## config.mk

```make
export PLATFORM = sky130hd
export DESIGN_NAME = fetch_decode_unit_flat
export DESIGN_NICKNAME = d
export VERILOG_FILES = /design/src/rtl/fetch_decode_unit_if.sv /design/src/rtl/fetch_decode_unit.sv /design/src/flat_wrapper.sv
export SDC_FILE = /design/constraint.sdc
export NUM_CORES = 2
export LEC_CHECK = 0
export CORE_ASPECT_RATIO = 0.6
export CORE_MARGIN = 2
export CORE_UTILIZATION = 30
export CTS_BUF_LIST = sky130_fd_sc_hd__clkbuf_4 sky130_fd_sc_hd__clkbuf_8 sky130_fd_sc_hd__clkbuf_16
export DETAILED_ROUTE_END_ITERATION = 12
export SETUP_SLACK_MARGIN = 0.3
export SLEW_MARGIN = 5
export SYNTH_ARGS = -nofsm -noshare
export SYNTH_HDL_FRONTEND = slang
export SYNTH_SLANG_ARGS = --single-unit
```

## constraint.sdc

```tcl
create_clock -name clock -period 3.5 [get_ports clock]
set_input_delay 0.525 -clock clock [delete_from_list [all_inputs] [get_ports clock]]
set_output_delay 0.525 -clock clock [all_outputs]
set_load 0.1 [all_outputs]
```

## src/rtl/fetch_decode_unit_if.sv

```systemverilog
// Bus between the fetch/decode front end and its environment: start/stall
// control, instruction-memory load port, and the registered decode outputs.
interface fetch_decode_unit_if #(
  parameter int AW = 6
);
  logic          start;
  logic          stall;
  logic          imem_we;
  logic [AW-1:0] imem_addr;
  logic [31:0]   imem_wdata;
  logic [31:0]   pc;
  logic [4:0]    read_reg_num1;
  logic [4:0]    read_reg_num2;
  logic [4:0]    write_reg;
  logic [3:0]    alu_control;
  logic          regwrite;
  logic          illegal;
  logic          halted;

  modport master (
    output start, stall, imem_we, imem_addr, imem_wdata,
    input  pc, read_reg_num1, read_reg_num2, write_reg, alu_control,
           regwrite, illegal, halted
  );

  modport slave (
    input  start, stall, imem_we, imem_addr, imem_wdata,
    output pc, read_reg_num1, read_reg_num2, write_reg, alu_control,
           regwrite, illegal, halted
  );
endinterface

```

## src/rtl/fetch_decode_unit.sv

```systemverilog
// Fetch/decode front end: PC, loadable instruction memory and RV32I R-type
// decode; every decoded output is registered one cycle after its fetch.
module fetch_decode_unit #(
  parameter int IMEM_DEPTH = 64,
  parameter int AW         = 6
) (
  input  logic                 clock,
  input  logic                 reset,
  fetch_decode_unit_if.slave   bus
);

  typedef enum logic [1:0] {
    IDLE = 2'd0,
    RUN  = 2'd1,
    HALT = 2'd2
  } state_t;

  localparam logic [6:0]  OP_RTYPE = 7'b0110011;
  localparam logic [31:0] LAST_PC  = 32'((IMEM_DEPTH - 1) * 4);

  logic [31:0] mem [IMEM_DEPTH];

  state_t      state_q, state_d;
  logic [31:0] pc_q, pc_d;

  logic [31:0] instr_p0;
  logic        fetch_p0;
  logic        issue_p0;
  logic        halt_word_p0;
  logic        last_word_p0;
  logic        legal_p0;
  logic [3:0]  alu_p0;

  logic [4:0]  rs1_p1, rs1_d;
  logic [4:0]  rs2_p1, rs2_d;
  logic [4:0]  rd_p1,  rd_d;
  logic [3:0]  alu_p1, alu_d;
  logic        regwrite_p1, regwrite_d;
  logic        illegal_p1,  illegal_d;
  logic        halted_p1,   halted_d;

  // Returns {legal, alu_control}; anything outside the supported R-type set is illegal.
  function automatic logic [4:0] decode_alu(input logic [31:0] w);
    logic [4:0] r;
    r = 5'b0_0000;
    if (w[6:0] == OP_RTYPE) begin
      case ({w[31:25], w[14:12]})
        {7'b0000000, 3'b000}: r = {1'b1, 4'b0010};
        {7'b0100000, 3'b000}: r = {1'b1, 4'b0100};
        {7'b0000000, 3'b111}: r = {1'b1, 4'b0000};
        {7'b0000000, 3'b110}: r = {1'b1, 4'b0001};
        {7'b0000000, 3'b100}: r = {1'b1, 4'b0110};
        {7'b0000000, 3'b001}: r = {1'b1, 4'b0011};
        {7'b0000000, 3'b101}: r = {1'b1, 4'b0101};
        {7'b0000000, 3'b010}: r = {1'b1, 4'b1000};
        default:              r = 5'b0_0000;
      endcase
    end
    return r;
  endfunction

  // Stage p0: combinational fetch and decode of the word at pc
  assign instr_p0     = mem[pc_q[AW+1:2]];
  assign fetch_p0     = (state_q == RUN) && !bus.stall;
  assign halt_word_p0 = (instr_p0 == 32'h0000_0000);
  assign issue_p0     = fetch_p0 && !halt_word_p0;
  assign last_word_p0 = (pc_q == LAST_PC);
  assign {legal_p0, alu_p0} = decode_alu(instr_p0);

  // Memory loads only outside RUN; contents survive reset.
  always_ff @(posedge clock) begin
    if (!reset && bus.imem_we && (state_q != RUN)) begin
      mem[bus.imem_addr] <= bus.imem_wdata;
    end
  end

  always_ff @(posedge clock) begin
    if (reset) begin
      state_q <= IDLE;
    end else begin
      state_q <= state_d;
    end
  end

  always_comb begin
    state_d = state_q;
    case (state_q)
      IDLE:    if (bus.start) state_d = RUN;
      HALT:    if (bus.start) state_d = RUN;
      RUN:     if (fetch_p0 && (halt_word_p0 || last_word_p0)) state_d = HALT;
      default: state_d = IDLE;
    endcase
  end

  always_comb begin
    pc_d       = pc_q;
    rs1_d      = rs1_p1;
    rs2_d      = rs2_p1;
    rd_d       = rd_p1;
    alu_d      = alu_p1;
    regwrite_d = 1'b0;
    illegal_d  = 1'b0;
    halted_d   = (state_d == HALT);
    if ((state_q != RUN) && bus.start) begin
      pc_d = 32'h0000_0000;
    end else if (issue_p0) begin
      // After the last word pc parks at IMEM_DEPTH*4; no wrap-around.
      pc_d  = pc_q + 32'd4;
      rs1_d = instr_p0[19:15];
      rs2_d = instr_p0[24:20];
      rd_d  = instr_p0[11:7];
      if (legal_p0) begin
        alu_d      = alu_p0;
        regwrite_d = |instr_p0[11:7];
      end else begin
        alu_d     = 4'b0000;
        illegal_d = 1'b1;
      end
    end
  end

  // Stage p1: registered decode outputs
  always_ff @(posedge clock) begin
    if (reset) begin
      pc_q        <= 32'h0000_0000;
      rs1_p1      <= 5'd0;
      rs2_p1      <= 5'd0;
      rd_p1       <= 5'd0;
      alu_p1      <= 4'd0;
      regwrite_p1 <= 1'b0;
      illegal_p1  <= 1'b0;
      halted_p1   <= 1'b0;
    end else begin
      pc_q        <= pc_d;
      rs1_p1      <= rs1_d;
      rs2_p1      <= rs2_d;
      rd_p1       <= rd_d;
      alu_p1      <= alu_d;
      regwrite_p1 <= regwrite_d;
      illegal_p1  <= illegal_d;
      halted_p1   <= halted_d;
    end
  end

  assign bus.pc            = pc_q;
  assign bus.read_reg_num1 = rs1_p1;
  assign bus.read_reg_num2 = rs2_p1;
  assign bus.write_reg     = rd_p1;
  assign bus.alu_control   = alu_p1;
  assign bus.regwrite      = regwrite_p1;
  assign bus.illegal       = illegal_p1;
  assign bus.halted        = halted_p1;

endmodule

```

## src/flat_wrapper.sv

```systemverilog
// flat-port wrapper written by rule: the top's interface ports become plain ports
module fetch_decode_unit_flat 
#(
  parameter int IMEM_DEPTH = 64,
  parameter int AW         = 6
)
  (clock, reset, bus_start, bus_stall, bus_imem_we, bus_imem_addr, bus_imem_wdata, bus_pc, bus_read_reg_num1, bus_read_reg_num2, bus_write_reg, bus_alu_control, bus_regwrite, bus_illegal, bus_halted);
  fetch_decode_unit_if #(.AW(AW)) bus_i ();
  input  logic clock;
  input  logic reset;
  input wire logic [$bits(bus_i.start)-1:0] bus_start;
  input wire logic [$bits(bus_i.stall)-1:0] bus_stall;
  input wire logic [$bits(bus_i.imem_we)-1:0] bus_imem_we;
  input wire logic [$bits(bus_i.imem_addr)-1:0] bus_imem_addr;
  input wire logic [$bits(bus_i.imem_wdata)-1:0] bus_imem_wdata;
  output wire logic [$bits(bus_i.pc)-1:0] bus_pc;
  output wire logic [$bits(bus_i.read_reg_num1)-1:0] bus_read_reg_num1;
  output wire logic [$bits(bus_i.read_reg_num2)-1:0] bus_read_reg_num2;
  output wire logic [$bits(bus_i.write_reg)-1:0] bus_write_reg;
  output wire logic [$bits(bus_i.alu_control)-1:0] bus_alu_control;
  output wire logic [$bits(bus_i.regwrite)-1:0] bus_regwrite;
  output wire logic [$bits(bus_i.illegal)-1:0] bus_illegal;
  output wire logic [$bits(bus_i.halted)-1:0] bus_halted;
  assign bus_i.start = bus_start;
  assign bus_i.stall = bus_stall;
  assign bus_i.imem_we = bus_imem_we;
  assign bus_i.imem_addr = bus_imem_addr;
  assign bus_i.imem_wdata = bus_imem_wdata;
  assign bus_pc = bus_i.pc;
  assign bus_read_reg_num1 = bus_i.read_reg_num1;
  assign bus_read_reg_num2 = bus_i.read_reg_num2;
  assign bus_write_reg = bus_i.write_reg;
  assign bus_alu_control = bus_i.alu_control;
  assign bus_regwrite = bus_i.regwrite;
  assign bus_illegal = bus_i.illegal;
  assign bus_halted = bus_i.halted;
  fetch_decode_unit #(.IMEM_DEPTH(IMEM_DEPTH), .AW(AW)) u_core (.clock(clock), .reset(reset), .bus(bus_i));
endmodule
```

After elaboration in Yosys (flattened, before gate mapping)
Memories as Yosys holds them, arrays and structs flattened. A register that Yosys moved wholly into a read port is not among the register bits.
Index checks and enable logic that the tools add are counted.

operators by class
  add/subtract/negate cells = 1
  equality and inequality tests = 13
  muxes and demuxes = 11
  reduce and logical (&&, ||, !) cells = 19
  $mul = 0
  shift operators = 0
  magnitude comparators = 0
  bitwise gates (word level) = 3
  divide/modulo/power cells = 0

operators with widths
  operator                                              number
  equality test 10 x 3 -> 1 bit, second input constant  4
  case mux 5 bit (8 select lines)                       1
  adder 32 x 3 -> 32 bit, second input constant         1
  equality test 32 x 8 -> 1 bit, second input constant  1
  zero test 32 bit                                      1
  2-to-1 mux 6 bit                                      2
  equality test 10 x 1 -> 1 bit, second input constant  1
  equality test 10 x 2 -> 1 bit, second input constant  1
  equality test 10 x 9 -> 1 bit, second input constant  1
  zero test 10 bit                                      1
  equality test 7 x 6 -> 1 bit, second input constant   1
  logical AND 1 bit                                     6
  2-to-1 mux 5 bit                                      1
  OR reduction 5 bit                                    1
  equality test 2 bit, second input constant            2
  2-to-1 mux 2 bit                                      2
  2-to-1 mux 4 bit                                      1
  case mux 2 bit (2 select lines)                       1
  OR reduction 2 bit                                    2
  OR reduction 4 bit                                    1
  zero test 1 bit                                       3
  2-to-1 mux 1 bit                                      3
  NOT 1 bit                                             3
  OR reduction 3 bit                                    1
  5 further kinds                                       5

word-level totals
  memories kept = 1
  RAM bits = 2048
  register bits after elaboration = 56
  word-level logic and storage cells = 57
  output and inout bits = 54
  ROM bits = 0
  bits in latches = 0

memories
  name        words  width  rd ports  clocked after Yosys merged registers in  wr ports  line                     RTL
  u_core.mem  64     32     1         1                                        1         fetch_decode_unit.sv:21  logic [31:0] mem [IMEM_DEPTH];

Depth between registers and ports, before layout
  depth in word-level cells = 6
  gate-level depth with buffers = 19
  gate-level depth less buffers = 10

Least setup slack after synthesis
OpenSTA, ideal clock, no wires.

  path kind = reg-to-reg
  start = register u_core.pc_q[8], in the netlist u_core.bus.pc[8]
  end = register u_core.pc_q[27], in the netlist u_core.bus.pc[27]
  period minus slack after synthesis = 3380 ps
  cell stages (with the launch flop) = 11
  data arrival time = 3309 ps
  setup slack = 120 ps
  path buffers = 0
  cell sequence = dfxtp_1 > nand4_1 > nor4_1 > and3_1 > and3_1 > and3_1 > and3_1 > and3_1 > nand2_1 > or4_1 > a21oi_1

on the way
  cells in the longest elaborated chain, start to end = 1

RTL lines
  what                    line                      RTL
  from (decl)             fetch_decode_unit.sv:24   logic [31:0] pc_q, pc_d;
  from (signal assigned)  fetch_decode_unit.sv:134  pc_q <= pc_d;
  adder 32 x 3 -> 32 bit  fetch_decode_unit.sv:108  pc_d = pc_q + 32'd4;

Every way passes these cells.
A chain may end at the register's enable or synchronous reset.

==> results.rst <==
.. list-table::
   :header-rows: 1

   * - Metric
     - Value
   * - Setup crit start kind
     - flip-flop
   * - Yosys top cell by area
     - sky130_fd_sc_hd__edfxtp_1
   * - # nets final
     - 4,657
   * - Timing-limited maximum frequency
     - 240.5 MHz
   * - Internal
     - 39,070 µW
   * - Status
     - finished, violations left
   * - Comb pwr share
     - 0.037
   * - Io pins
     - 97
   * - Net switching power
     - 10,300 µW
   * - Layout cell share with drive strength beyond 1
     - 0.3092
   * - Maximum level of the CTS H-tree
     - 4
   * - Average vias per placed instance
     - 5.488
   * - Total power divided by cell area
     - 504.6 nW/µm²
   * - Clock tree from TritonCTS
     - yes
   * - Core Rows
     - 147
   * - Worst Hold Launch
     - bus_imem_wdata[25]
   * - Path type of the worst setup path
     - flip-flop to flip-flop
   * - Insertion delay to the later sink of the worst-skew pair
     - 0.84 ns
   * - Setup violators final
     - 60
   * - Final Instance Area
     - 97,840 µm²
   * - CTS Sinks
     - 2,108
   * - Layout filler cell count
     - 24,390
   * - Most flop-heavy register
     - u_core.mem
   * - Setup total negative slack
     - -35.92 ns
   * - Floorplan die area
     - 274,400 µm²
   * - Top area cells in the synthesized netlist
     - sky130_fd_sc_hd__edfxtp_1 76%, sky130_fd_sc_hd__mux4_2 8.8%, sky130_fd_sc_hd__mux2i_1 1.8%, sky130_fd_sc_hd__mux4_1 1.7%, sky130_fd_sc_hd__dfxtp_1 1.5%
   * - Number of warnings reported in the yosys synthesis log
     - 0
   * - Slew headroom
     - 0.09633
   * - Post-route DRC violation count
     - 0
   * - Post-DP HPWL
     - 168,000 µm
   * - Congestion Overflow GR
     - 0
   * - Share of the cycle needed by the critical path after routing
     - 1.188
   * - Worst IR drop on VDD
     - 350.1 µV
   * - Switching power share of the total
     - 0.2087
   * - Failing checks
     - negative setup slack
   * - Setup crit end kind
     - flip-flop
   * - Pins over their slew limit
     - 0
   * - Leakage power of the design
     - 0.02999 µW
   * - Synth Register Bits
     - 2,108
   * - Count of non-filler cells in the finished layout
     - 8,319
   * - Fraction of synthesized cell area taken by the top area cell type
     - 0.7589
   * - Global-route wire length before repair
     - 356,400 µm
   * - Leading cell type by number of instances after synthesis
     - sky130_fd_sc_hd__edfxtp_1
   * - Relative area change from synthesis to final layout
     - 20.74%
   * - Placed Instance Area
     - 90,910 µm²
   * - Maximum clock skew at final layout
     - 0.06914 ns
   * - Flop pwr share
     - 0.562
   * - Die extent in x
     - 675.0 µm
   * - Cell count after synthesis
     - 3,925
   * - Proportion of power drawn by the clock network
     - 0.402
   * - Type of the worst min-delay path
     - input pin to flip-flop
   * - Worst-case setup margin in the final layout
     - -0.6587 ns
   * - Max Root-Sink Buffers
     - 4
   * - Post-synth cell types
     - 98
   * - Core box area
     - 268,200 µm²
   * - Most used flip-flop cell after synthesis
     - sky130_fd_sc_hd__edfxtp_1
   * - CTS Root Buffer Type
     - sky130_fd_sc_hd__clkbuf_16
   * - Number of antenna violations at the first check in global routing
     - 17
   * - DRT Pass-1 Iters
     - 5
   * - Fraction of synthesis flops using an asynchronous set or reset pin
     - 0
   * - Required time of the critical path
     - 4.18 ns
   * - Number of hold violations in the final report
     - 0
   * - Count of buffers from port buffering
     - 94
   * - Setup repair after global routing missed its margin
     - yes
   * - Worst Tran Pin Value
     - 1.356 ns
   * - Syn avg cell area
     - 20.65 µm²
   * - Biggest fanout along the worst timing path
     - 7
   * - TritonCTS buffer count
     - 179
   * - Total instance count after detailed placement
     - 7,966
   * - Starting density of the core
     - 0.3022
   * - Violation count after the first detailed-routing iteration
     - 7,641
   * - Number of flops mapped to enable cells by yosys
     - 2,048
   * - Global Route Usage Sum
     - 0.1870
   * - Final Power
     - 49,380 µW
   * - Number of flip-flops in the largest register
     - 2,048
   * - Wirelength, routed
     - 263,800 µm
   * - Portion of the post-synthesis area used by sequential elements
     - 0.7737
   * - GP Congestion
     - 0.8971
   * - Post-route minimum period
     - 4.159 ns
   * - Number of global-route vias before repair
     - 42,980
   * - Critical Path AT
     - 4.84 ns
   * - Height of the die
     - 406.6 µm
   * - Worst Hold Slack
     - 0.02816 ns
   * - Combined area of all synthesized cells
     - 81,040 µm²
   * - Number of routed nets with antenna violations
     - 0
   * - Wire per inst
     - 31.71 µm
   * - Via count
     - 45,650
   * - Total of max-cap violations
     - 0
   * - Clock slew seen by the registers of the worst setup and hold paths
     - 0.07 ns
   * - Commonest cells in the synthesized netlist
     - 2,048 x sky130_fd_sc_hd__edfxtp_1, 315 x sky130_fd_sc_hd__mux4_2, 155 x sky130_fd_sc_hd__nor2_1, 145 x sky130_fd_sc_hd__mux2i_1, 139 x sky130_fd_sc_hd__nand2_1
   * - Largest net degree at the start of global routing
     - 65
## area by class of cell
cell class | count | area [µm²] | area share
antenna | 2 | 5.005 | 0.00005115
clock buffer | 210 | 4782 | 0.04888
clock inverter | 99 | 807.0 | 0.008248
inverter | 15 | 56.30 | 0.0005755
multi-input combinational | 1602 | 17650 | 0.1804
sequential | 2108 | 62720 | 0.6411
tap | 3576 | 4474 | 0.04573
timing repair buffer | 707 | 7346 | 0.07508
## worst max-delay path: stages, from the launching register on
cell	delay (ns)
sky130_fd_sc_hd__dfxtp_4	0.39
sky130_fd_sc_hd__buf_12	0.15
sky130_fd_sc_hd__buf_12	0.12
sky130_fd_sc_hd__mux4_2	0.48
sky130_fd_sc_hd__mux2_4	0.38
sky130_fd_sc_hd__nand2_4	0.12
sky130_fd_sc_hd__nand3_4	0.14
sky130_fd_sc_hd__buf_6	0.18
sky130_fd_sc_hd__or4_4	0.54
sky130_fd_sc_hd__nor4_4	0.30
sky130_fd_sc_hd__buf_4	0.17
sky130_fd_sc_hd__and4b_2	0.27
sky130_fd_sc_hd__buf_6	0.14
sky130_fd_sc_hd__buf_4	0.13
sky130_fd_sc_hd__a311o_2	0.29
sky130_fd_sc_hd__or3_1	0.14
sky130_fd_sc_hd__a21oi_1	0.07
## path summary, 6_finish.rpt
path / end / slack, ns / cells after the start
worst max register to register: u_core.bus.pc[20] / -0.66 / 16
worst min register to register: u_core.bus.read_reg_num2[3] / 0.47 / 2
worst min-delay path: u_core.mem[5][25] / 0.03 / 1
worst max-delay path: u_core.bus.pc[20] / -0.66 / 16
## cell families (layout without fill, tap and decap cells)
| kind of cell | after synthesis | in the layout | share of synthesized area |
|---|---|---|---|
| flops | 2108 | 2108 | 0.7737 |
| simple gates | 618 | 619 | 0.03917 |
| mux | 534 | 534 | 0.1256 |
| compound gates | 442 | 445 | 0.03860 |
| buf+inv | 220 | 1031 | 0.02267 |
| fa+ha+maj | 1 | 1 | 0.0001544 |
| other cells | 1 | 4 | 0.00004627 |
| xor+xnor | 1 | 1 | 0.0001081 |
## power by group through the flow
stage                     clock network, µW  logic (µW)  registers, µW
after floorplan                           0         710          28400
after global placement                    0        1630          28300
after detailed placement                  0        1660          28300
after CTS                             20000        1770          27700
after global routing                  21000        1900          27700
final                                 19800        1810          27700
## timing repair
action / CTS / global route
pin swaps: 36 / 37
setup endpoints to repair: 60 / 60
gates cloned: 9 / 3
setup buffers: 26 / 4
hold buffers: 0 / 0
resized for setup: 112 / 61
## per-layer routing
metal	wire (µm)	up-vias	GRT usage
met1	112800	24260	0.2867
met2	105200	3203	0.2505
met3	39650	369	0.06665
li1	-	17820	-
met4	6095	2	0.04012
met5	16	-	0
## layout by cell type (no fill, tap or decap), types with 39 or more instances in the layout
cell type / count
sky130_fd_sc_hd__clkinv_1: 46
sky130_fd_sc_hd__nand3_1: 46
sky130_fd_sc_hd__nor2_1: 85
sky130_fd_sc_hd__clkdlybuf4s50_1: 61
sky130_fd_sc_hd__a22oi_1: 113
sky130_fd_sc_hd__a21oi_1: 86
sky130_fd_sc_hd__mux4_2: 317
sky130_fd_sc_hd__buf_4: 455
sky130_fd_sc_hd__nor2_4: 67
sky130_fd_sc_hd__mux2i_1: 143
sky130_fd_sc_hd__clkbuf_16: 186
sky130_fd_sc_hd__mux4_1: 51
sky130_fd_sc_hd__buf_12: 125
sky130_fd_sc_hd__nor3_1: 39
sky130_fd_sc_hd__dfxtp_1: 50
sky130_fd_sc_hd__nor4_1: 52
sky130_fd_sc_hd__edfxtp_1: 2048
sky130_fd_sc_hd__nand2_1: 128
## through the flow
step / setup WS [ns] / util
after global placement: -1.001 / 0.3390
after global routing: -0.7535 / 0.3649
after floorplan: 0.2378 / -
after CTS: -0.5835 / 0.3635
after detailed placement: -1.057 / 0.3390
final: -0.6587 / 0.3649
Power figures use the tool's default switching activity.
